$ cat src/rtl/counter_param.sv
// counter_param: parametrised up/down counter/timer with load, wrap/saturate, tc pulse, sticky ovf.
// Latency: value, tc and ovf are registered and update one clk after the sampling edge.
// Backpressure: none; a new command is accepted on every edge (reset > load > en).
//
// Ports:
//   clk       rising-edge clock for all state
//   reset     synchronous active-low reset (value=0, tc=0, ovf=0)
//   en        count enable, one step per edge
//   up        direction, 1 = increment, 0 = decrement (used only when en=1)
//   load      parallel load strobe; load_val is clamped to MOD_MAX
//   load_val  value to load
//   clr_ovf   clears ovf unless a boundary event happens on the same edge
//   value     registered count, range 0..MOD_MAX
//   tc        registered pulse, high in the cycle value shows a post-boundary result
//   ovf       sticky flag, set by every boundary event (wrap or saturate)
module counter_param #(
  parameter int WIDTH    = 8,
  parameter int MOD_MAX  = 255,
  parameter bit SATURATE = 1'b0
) (
  input  logic             clk,
  input  logic             reset,
  input  logic             en,
  input  logic             up,
  input  logic             load,
  input  logic [WIDTH-1:0] load_val,
  input  logic             clr_ovf,
  output logic [WIDTH-1:0] value,
  output logic             tc,
  output logic             ovf
);

  localparam logic [WIDTH-1:0] MAX_V = WIDTH'(MOD_MAX);
  localparam logic [WIDTH-1:0] ONE_V = WIDTH'(1);

  logic [WIDTH-1:0] value_nxt;
  logic             boundary;
  logic             ovf_nxt;

  always_comb begin
    value_nxt = value;
    boundary  = 1'b0;
    if (load) begin
      // Clamp so value never leaves 0..MOD_MAX, even when MOD_MAX < 2**WIDTH-1.
      value_nxt = (load_val > MAX_V) ? MAX_V : load_val;
    end else if (en) begin
      if (up) begin
        if (value >= MAX_V) begin
          // Explicit compare: wrap point is MOD_MAX, not the natural WIDTH rollover.
          boundary  = 1'b1;
          value_nxt = SATURATE ? MAX_V : '0;
        end else begin
          value_nxt = value + ONE_V;
        end
      end else begin
        if (value == '0) begin
          boundary  = 1'b1;
          value_nxt = SATURATE ? '0 : MAX_V;
        end else begin
          value_nxt = value - ONE_V;
        end
      end
    end

    // Set beats clear when both happen on the same edge.
    ovf_nxt = ovf;
    if (boundary) begin
      ovf_nxt = 1'b1;
    end else if (clr_ovf) begin
      ovf_nxt = 1'b0;
    end
  end

  always_ff @(posedge clk) begin
    if (!reset) begin
      value <= '0;
      tc    <= 1'b0;
      ovf   <= 1'b0;
    end else begin
      value <= value_nxt;
      tc    <= boundary;
      ovf   <= ovf_nxt;
    end
  end

endmodule

$ cat config.mk
export PLATFORM = sky130hd
export DESIGN_NAME = counter_param
export DESIGN_NICKNAME = d
export VERILOG_FILES = /design/src/rtl/counter_param.sv
export SDC_FILE = /design/constraint.sdc
export NUM_CORES = 1
export LEC_CHECK = 0
export ABC_AREA = 1
export ABC_CLOCK_PERIOD_IN_PS = 1500
export CAP_MARGIN = 20
export CORE_ASPECT_RATIO = 1.1
export CORE_MARGIN = 1.5
export CORE_UTILIZATION = 49
export CTS_BUF_LIST = sky130_fd_sc_hd__clkbuf_4 sky130_fd_sc_hd__clkbuf_8
export CTS_CLUSTER_SIZE = 28
export DETAILED_ROUTE_END_ITERATION = 16
export PLACE_DENSITY = 0.82
export SLEW_MARGIN = 10
export SYNTH_ARGS = -nofsm -noshare
export SYNTH_HDL_FRONTEND = slang
export SYNTH_SLANG_ARGS = --single-unit
$ cat constraint.sdc
create_clock -name clk -period 1.5 [get_ports clk]
set_input_delay 0.3 -clock clk [delete_from_list [all_inputs] [get_ports clk]]
set_output_delay 0.3 -clock clk [all_outputs]
set_load 0.05 [all_outputs]
* Word-level counts from Yosys, hierarchy flattened
Index checks and enable logic that the tools add are counted.
** Storage, ports and cells
- Register bits :: 10
- Input port bits :: 14
- Output and inout port bits :: 10
- Logic and storage cells :: 23
** Operators by class
- $add $sub $neg :: 2
- Magnitude comparators :: 2
- Mux-type cells :: 13
- Reductions and logical operators :: 3
** Operator list (number)
- $mux 8 :: 6
- $add 8x1->8 const B :: 1
- $ge 8x8->1 const B :: 1
- $gt 8x8->1 const B :: 1
- $logic_not 8->1 :: 1
- $sub 8x1->8 const B :: 1
- $mux 1 :: 7
- $reduce_bool 2->1 :: 2

* Logic depth before layout (Yosys ltp)
Gate-level depths: netlist of run 1.
- Depth after elaboration :: 6
- Gate-level depth with buffers :: 11
- Gate-level depth less buffers :: 10

* Least setup slack after synthesis of run 1
OpenSTA, ideal clock, no wires.
- Kind :: register -> register
- Start :: reg value[0]
- End :: reg value[5]
- Setup time :: 0.109 ns
- Arrival :: 1.624 ns
- Data required time :: 1.391 ns
- Path slack :: -0.232 ns
- Stages on the path, launching flop included :: 11
- Buffers on the path :: 0
- Clock period less this slack :: 1.732 ns
- Path through :: dfxtp_1 -> inv_1 -> ha_1 -> inv_1 -> nor3_2 -> nand2_1 -> nand2_1 -> nor2_1 -> nand3_1 -> nand2_1 -> inv_1
** Between the ends
- Cells in the longest elaborated chain, start to end :: 5
- Elaborated cells between the ends (all ways) :: 9
- Classes of those cells :: 2 x add/sub; 1 x order compare; 5 x mux; 1 x reduce/logical
** Ends and longest elaborated chain
- from (decl) :: RTL line 28 : output logic [WIDTH-1:0] value,
- from (signal assigned) :: RTL line 80 : value <= value_nxt;
- $sub 8x1->8, or another cell as far along :: RTL line 60 : value_nxt = value - ONE_V;
- $mux 8 (on tied branches) :: RTL line 56, 48
- $mux 8 (*) :: RTL line 47 : if (up) begin
- $mux 8 (*) :: RTL line 46 : end else if (en) begin
- $mux 8 (*) :: RTL line 43 : if (load) begin
Every way passes the cells marked *; elsewhere a longest branch is shown, timed or not. The select of a mux whose other input is x is not followed.
A chain may end at the register's enable or synchronous reset.

* Worst setup path in the final report of run 1
- Start :: reg value[1]
- End :: reg value[4]
The elaborated chain is that of the path after synthesis.

==> results of run 1 <==
-- layer usage --
metal  global-route usage  vias to the layer above  share of wire
li1                     -                      533              -
met1                0.315                      533           0.38
met2                0.530                       67           0.52
met3               0.0353                       11          0.079
met4                0.144                        0          0.020
met5                    0                        -              0
-- final cells by class --
class / instances / share of cell area
multi-input cells: 109 / 0.429
clock buffers: 4 / 0.0267
repair buffers: 35 / 0.309
well taps: 17 / 0.0156
inverters: 21 / 0.0579
flip-flops and latches: 10 / 0.162
-- placed cells by master, fill, tap and decap left out --
cell type | synthesis | routed
sky130_fd_sc_hd__a31oi_1 | 1 | 1
sky130_fd_sc_hd__o21ai_0 | 7 | 7
sky130_fd_sc_hd__inv_1 | 19 | 17
sky130_fd_sc_hd__o21ai_1 | 1 | 1
sky130_fd_sc_hd__buf_4 | 0 | 12
sky130_fd_sc_hd__o221ai_1 | 1 | 1
sky130_fd_sc_hd__a31o_1 | 1 | 1
sky130_fd_sc_hd__buf_12 | 0 | 10
sky130_fd_sc_hd__a21oi_2 | 2 | 3
sky130_fd_sc_hd__dfxtp_1 | 10 | 2
sky130_fd_sc_hd__xnor2_1 | 1 | 1
sky130_fd_sc_hd__xor2_1 | 3 | 3
sky130_fd_sc_hd__nor2_4 | 0 | 2
sky130_fd_sc_hd__a22oi_1 | 2 | 2
sky130_fd_sc_hd__clkbuf_4 | 0 | 3
sky130_fd_sc_hd__dfxtp_4 | 0 | 4
sky130_fd_sc_hd__dfxtp_2 | 0 | 4
sky130_fd_sc_hd__ha_1 | 3 | 2
sky130_fd_sc_hd__nor2_1 | 16 | 14
sky130_fd_sc_hd__clkbuf_8 | 0 | 1
sky130_fd_sc_hd__nand4_1 | 2 | 2
sky130_fd_sc_hd__nor2_2 | 2 | 2
sky130_fd_sc_hd__nor3_1 | 2 | 2
sky130_fd_sc_hd__nand3_1 | 17 | 17
sky130_fd_sc_hd__or2_2 | 1 | 1
sky130_fd_sc_hd__nor3_2 | 1 | 1
sky130_fd_sc_hd__nand2_1 | 36 | 36
sky130_fd_sc_hd__clkdlybuf4s50_1 | 0 | 13
sky130_fd_sc_hd__ha_4 | 0 | 1
sky130_fd_sc_hd__inv_2 | 2 | 4
sky130_fd_sc_hd__nand2_2 | 2 | 2
sky130_fd_sc_hd__a21oi_1 | 8 | 7
-- critical path, stage by stage, from the launching register on --
cell and delay [ps]:
sky130_fd_sc_hd__dfxtp_4 390, sky130_fd_sc_hd__ha_1 180, sky130_fd_sc_hd__nand2_2 80, sky130_fd_sc_hd__nor2_1 190
sky130_fd_sc_hd__nor2_1 80, sky130_fd_sc_hd__o21ai_0 100, sky130_fd_sc_hd__nand4_1 140, sky130_fd_sc_hd__o21ai_1 130
sky130_fd_sc_hd__a21oi_1 80
-- power by group through the flow --
stage / Clock, mW / Combinational [mW] / Sequential, mW
CTS: 0.252 / 0.440 / 0.332
global route: 0.269 / 0.506 / 0.336
global placement: 0 / 0.420 / 0.336
finish: 0.250 / 0.474 / 0.335
floorplan: 0 / 0.191 / 0.384
detailed placement: 0 / 0.435 / 0.337
-- worst paths after layout --
kind / start / to / slack, ps / cells after the start
setup / recovery: value[1]$_SDFFE_PN0P_ / value[4]$_SDFFE_PN0P_ / 20 / 8
hold / removal: ovf$_SDFFE_PN0P_ / ovf$_SDFFE_PN0P_ / 560 / 1
setup reg to reg: value[1]$_SDFFE_PN0P_ / value[4]$_SDFFE_PN0P_ / 20 / 8
hold reg to reg: ovf$_SDFFE_PN0P_ / ovf$_SDFFE_PN0P_ / 560 / 1
-- cell families after synthesis --
family,share of synthesized area
DFF,0.236
and+or+nand+nor,0.406
xor gates and xnor gates,0.0414
AOI/OAI and AO/OA,0.161
buffers and inverters,0.111
adders and majority gates,0.0443
-- registers in the layout, summed over array words and instances (netlist names) --
signal / flops
tc: 1
ovf: 1
value: 8
-- repair_timing --
action	4_1_cts	5_1_grt
buffers inserted	0	3
hold endpoints to repair	0	0
resized for setup	1	11
pin swaps	0	2
gates cloned	0	0
setup endpoints to repair	1	9
==> results_dict.tcl, run 1 <==
set metrics [dict create \
    run_status "finished clean" \
    count_of_final_setup_violators 0 \
    drv_slew 0 \
    cts_num_sinks 10 \
    vias_per_cell 5.84 \
    net-switching-power_mw 0.406 \
    tritoncts.num_buffers 3 \
    worst_ep_required_time_ps 1650 \
    sequentialPowerShare 0.316 \
    startpoint_type "flop" \
    fin_worst_skew_ps 6.25 \
    floorplan.die.width_um 42.6 \
    critPathKind "flop to flop" \
    timing.max_cap.violations 0 \
    synth.top_cell.area_share 0.236 \
    fin_total_pwr_mw 1.06 \
    n_antenna_cell 0 \
    clock_tree.root_cell "sky130_fd_sc_hd__clkbuf_4" \
    clockPowerShare 0.236 \
    drt_first_pass_iters 4 \
    slew_headroom 0.815 \
    synth_edf_count 0 \
    synth_area_um2 847 \
    detailedRoute.firstIterationViolations 65 \
    power_leakage_nw 0.637 \
    antenna_violating_nets_post_route 0 \
    yosys_register_bits 10 \
    num-nets-final 197 \
    floorplan.die_area_mm2 0.00199 \
    worstHoldPathType "flop to flop" \
    postSynth.topFlopCell "sky130_fd_sc_hd__dfxtp_1" \
    gr-total-overflow 0 \
    routed-via-count 1144 \
    global_route_wire_length_before_repair_mm 4.22 \
    yosys.cell_types.count 24 \
    worst_setup_hold_path_clk_slew_ps 70 \
    final_cell_count_no_fill 196 \
    multiInputGateArea_um2 584 \
    max_slew.worst_pin.slew_ps 277 \
    cts_hold_buffers 0 \
    area_taken_by_flip_flops_and_latches_um2 220 \
    synth_most_common_cell "sky130_fd_sc_hd__nand2_1" \
    seq_area_frac_synth 0.236 \
    peak_supply_drop_mv 0.530 \
    starting_density_of_the_core 0.531 \
    period_share 0.983 \
    first_global_vias 967 \
    grt.total_usage 0.283 \
    cells_taking_the_most_area_after_synthesis "sky130_fd_sc_hd__dfxtp_1 24%, sky130_fd_sc_hd__nand2_1 16%, sky130_fd_sc_hd__nand3_1 10%, sky130_fd_sc_hd__inv_1 8.4%, sky130_fd_sc_hd__nor2_1 7.1%" \
    rows 15 \
    dp.final_hpwl_mm 2.06 \
    route.detailed.wl_per_inst_um 15.0 \
    io_buffers 23 \
    globalplace.congestion 0.831 \
    critical_path_peak_fanout 5 \
    io_pins 24 \
    setup_tns_after_final_layout_ps 0 \
    place.detailed.instances 189 \
    internal_power_mw 0.653 \
    post-place-ws_ps -65.8 \
    nFillCells 94 \
    fmax_mhz 678 \
    drc_errors 0 \
    worst-endpoint-arrival_ps 1630 \
    totalWireLength_mm 2.94 \
    period_needed_ps 1480 \
    timing.final.hold_violations 0 \
    endpoint_kind "flop" \
    clock_insertion_delay_worst_skew_ps 270 \
    synthesis.yosys.warnings 0 \
    drive_gt1_frac 0.279 \
    grt_start_max_net_pins 10 \
    design.core.area_mm2 0.00160 \
    synth.largest_area_cell "sky130_fd_sc_hd__dfxtp_1" \
    post-route-cell-area_mm2 0.00136 \
    area_growth_pct 60.7 \
    post_synth.cell_area_avg_um2 5.92 \
    final_critical_path_setup_slack_ps 24.8 \
    ys_async_sr_fraction 0 \
    netlist_top_cells_count "36 x sky130_fd_sc_hd__nand2_1, 19 x sky130_fd_sc_hd__inv_1, 17 x sky130_fd_sc_hd__nand3_1, 16 x sky130_fd_sc_hd__nor2_1, 10 x sky130_fd_sc_hd__dfxtp_1" \
    synth.net_count 160 \
    relative_contribution_of_combinational_cells_to_total_power 0.448 \
    die_h_um 46.6 \
    power-per-cell-area_mw_per_mm2 778 \
    number_of_buffers_between_clock_root_and_the_deepest_sink 2 \
    cts.htree.levels 1 \
    cts_tree "yes" \
    post_synthesis_cells 143 \
    switching_share 0.383 \
    utilization 0.853 \
    timing.hold.ws_ps 563 \
    antenna_found_initial 0 \
    detailed_place.area_mm2 0.00126 \
]
Power figures use the tool's default switching activity.
==> run 2: changes to the inputs <==
--- a/config.mk
+++ b/config.mk
@@ -6,15 +6,15 @@
 export NUM_CORES = 1
 export LEC_CHECK = 0
 export ABC_AREA = 1
-export ABC_CLOCK_PERIOD_IN_PS = 1500
+export ABC_CLOCK_PERIOD_IN_PS = 1240
 export CAP_MARGIN = 20
 export CORE_ASPECT_RATIO = 1.1
 export CORE_MARGIN = 1.5
-export CORE_UTILIZATION = 49
+export CORE_UTILIZATION = 44
 export CTS_BUF_LIST = sky130_fd_sc_hd__clkbuf_4 sky130_fd_sc_hd__clkbuf_8
 export CTS_CLUSTER_SIZE = 28
 export DETAILED_ROUTE_END_ITERATION = 16
-export PLACE_DENSITY = 0.82
+export PLACE_DENSITY = 0.78
 export SLEW_MARGIN = 10
 export SYNTH_ARGS = -nofsm -noshare
 export SYNTH_HDL_FRONTEND = slang
==> constraint.sdc (replaced) <==
create_clock -name clk -period 1.24 [get_ports clk]
set_input_delay 0.248 -clock clk [delete_from_list [all_inputs] [get_ports clk]]
set_output_delay 0.248 -clock clk [all_outputs]
set_load 0.05 [all_outputs]
==> run 2 against run 1 <==
The run now ends with setup timing left. Clock skew is 5.7 ps lower. Final area is 28% higher. Via count is 30% higher. Routed wire length is 78% higher. Clock-buffer cell count stayed put. Setup slack worse by 380 ps. Critical path depth is 2 higher. Register-to-register slack worse by 380 ps. Critical path type unchanged. Largest cell class unchanged. Largest power group unchanged.
==> results_dict.tcl, run 2 (same netlist as run 1, synthesis figures left out) <==
set metrics [dict create \
    cts_tree "yes" \
    grt_start_max_net_pins 9 \
    endpoint_kind "flop" \
    peak_supply_drop_mv 0.918 \
    worstHoldPathType "input port to flop" \
    floorplan.die_area_mm2 0.00220 \
    totalWireLength_mm 5.23 \
    count_of_final_setup_violators 13 \
    grt_setup_unrepaired "true" \
    floorplan.die.width_um 44.8 \
    tritoncts.num_buffers 3 \
    r2r.worst_path.cells 10 \
    n_antenna_cell 0 \
    number_of_flip_flops_under_the_largest_register_name 8 \
    antenna_found_initial 0 \
    critPathKind "flop to flop" \
    critical_path_cell_count 10 \
    reg2reg_to "value[4]$_SDFFE_PN0P_" \
    drt_first_pass_iters 6 \
    drv_slew 0 \
    dp.final_hpwl_mm 2.23 \
    io_pins 24 \
    cts_num_sinks 10 \
    cts.htree.levels 1 \
    power-per-cell-area_mw_per_mm2 923 \
    globalplace.congestion 0.853 \
    layout.cells.most_common "sky130_fd_sc_hd__nand2_1" \
    crit_family "simple AND/OR/NAND/NOR gates" \
    final_cell_mix "32 x sky130_fd_sc_hd__nand2_1, 27 x sky130_fd_sc_hd__buf_4, 13 x sky130_fd_sc_hd__clkdlybuf4s50_1, 12 x sky130_fd_sc_hd__nand3_1" \
    fmax_mhz 628 \
    period_share 1.28 \
    cp_slowest_cell "sky130_fd_sc_hd__dfxtp_4" \
    run_status "finished, violations left" \
    period_needed_ps 1590 \
    crit_path_cell_trace "inv_4 -> ha_4 -> inv_4 -> nor2_2 -> nand2_1 -> nand2_1 -> nand2_1 -> nand4_1 -> o21ai_1 -> a21oi_1" \
    crit_path_frequent_cell "sky130_fd_sc_hd__nand2_1" \
    first_global_vias 1313 \
    fin_worst_skew_ps 0.593 \
    starting_density_of_the_core 0.470 \
    io_buffers 23 \
    routed-via-count 1492 \
    number_of_buffer_and_inverter_instances_along_the_worst_setup_path 2 \
    largestRegisters "value x8, ovf x1, tc x1" \
    area_growth_pct 106 \
    timing.final.hold_violations 0 \
    critical_path_peak_fanout 4 \
    grt.total_usage 0.368 \
    vias_per_cell 6.81 \
    clock_insertion_delay_worst_skew_ps 280 \
    rows 16 \
    antenna_violating_nets_post_route 0 \
    worst_setup_hold_path_clk_slew_ps 80 \
    worst-endpoint-arrival_ps 1780 \
    design.core.area_mm2 0.00180 \
    clock_tree.root_cell "sky130_fd_sc_hd__clkbuf_4" \
    route.detailed.wl_per_inst_um 23.9 \
    final_critical_path_setup_slack_ps -352 \
    regMostFlops "value" \
    gr-total-overflow 0 \
    worst_setup_path_endpoint "value[4]$_SDFFE_PN0P_" \
    startpoint "value[0]$_SDFFE_PN0P_" \
    power_leakage_nw 0.781 \
    drive_gt1_frac 0.507 \
    num-nets-final 219 \
    max_slew.worst_pin.slew_ps 342 \
    setup_tns_after_final_layout_ps -1660 \
    drc_errors 0 \
    number_of_buffers_between_clock_root_and_the_deepest_sink 2 \
    timing.max_cap.violations 0 \
    cp_max_stage_delay_ps 390 \
    worst_reg_to_reg_setup_slack_ps -350 \
    reg2reg_from "value[0]$_SDFFE_PN0P_" \
    failing_checks "setup timing" \
    utilization 0.968 \
    slew_headroom 0.772 \
    global_route_wire_length_before_repair_mm 6.01 \
    startpoint_type "flop" \
    min_from "load_val[1]" \
    worst_ep_required_time_ps 1430 \
    die_h_um 49.0 \
    detailedRoute.firstIterationViolations 181 \
]
[run 2: changes by cell type in the layout (fill, tap and decap cells not counted), moves of 3 or more]
| cell | delta |
|---|---|
| sky130_fd_sc_hd__nor2_4 | +5 |
| sky130_fd_sc_hd__buf_4 | +15 |
| sky130_fd_sc_hd__dfxtp_4 | +4 |
| sky130_fd_sc_hd__o21ai_0 | -3 |
| sky130_fd_sc_hd__dfxtp_2 | -4 |
| sky130_fd_sc_hd__o21ai_1 | +3 |
| sky130_fd_sc_hd__nand2_1 | -4 |
| sky130_fd_sc_hd__nor2_2 | +3 |
| sky130_fd_sc_hd__inv_1 | -6 |
| sky130_fd_sc_hd__nor2_1 | -8 |
| sky130_fd_sc_hd__nand3_2 | +5 |
| sky130_fd_sc_hd__buf_6 | +6 |
| sky130_fd_sc_hd__inv_4 | +4 |
| sky130_fd_sc_hd__nand3_1 | -5 |
[run 2: worst reg2reg max path: cells and delay by family (launching register included)]
| kind | cells | cell delay (ps) |
|---|---|---|
| buf+inv | 2 | 130 |
| simple gates | 5 | 480 |
| compound gates | 2 | 330 |
| flops | 1 | 390 |
| fa+ha+maj | 1 | 160 |
[run 2: layout make-up]
cell class	count	area (µm²)
repair buffers	57	621
fillers	37	57.6
multi-input cells	109	746
well taps	18	22.5
flip-flops and latches	10	230
inverters	21	88.8
clock buffers	4	36.3
[run 2: per-stage QoR]
step                      instances  worst slack [ps]  area, µm²  power [mW]  hold WS [ps]
after CTS                       217             -62.3       1620        1.42           552
after global placement          206              -170       1420       0.995           524
after global routing            219              -379       1740        1.65           621
after floorplan                 143             -84.1        917       0.719           376
after detailed placement        206              -229       1420        1.01           532
final                           219              -352       1740        1.61           600
[run 2: metal layers]
metal  vias up  track usage  part of all wire
met5         -            0                 0
met4         0        0.176             0.097
met3        60       0.0593              0.12
met2       168        0.652              0.46
met1       680        0.407              0.33
li1        584            -                 -
[run 2: worst min-delay path by stage]
| stage | endpoint | depth (start not counted) |
|---|---|---|
| after floorplan | value[2]$_SDFFE_PN0P_ | 2 |
| final | value[1]$_SDFFE_PN0P_ | 3 |
| after global routing | ovf$_SDFFE_PN0P_ | 1 |
| after global placement | ovf$_SDFFE_PN0P_ | 1 |
| after CTS | ovf$_SDFFE_PN0P_ | 1 |
| after detailed placement | ovf$_SDFFE_PN0P_ | 1 |
[run 2: where the power goes]
| part | internal [mW] | switching (mW) |
|---|---|---|
| clock network | 0.179 | 0.151 |
| logic | 0.404 | 0.477 |
| registers | 0.346 | 0.0546 |
[run 2: repair_timing]
item | 4_1_cts | 5_1_grt
buffers inserted | 7 | 2
pin swaps | 10 | 13
gates cloned | 0 | 0
hold buffers | 0 | 0
resized for setup | 23 | 33
setup endpoints to repair | 11 | 14
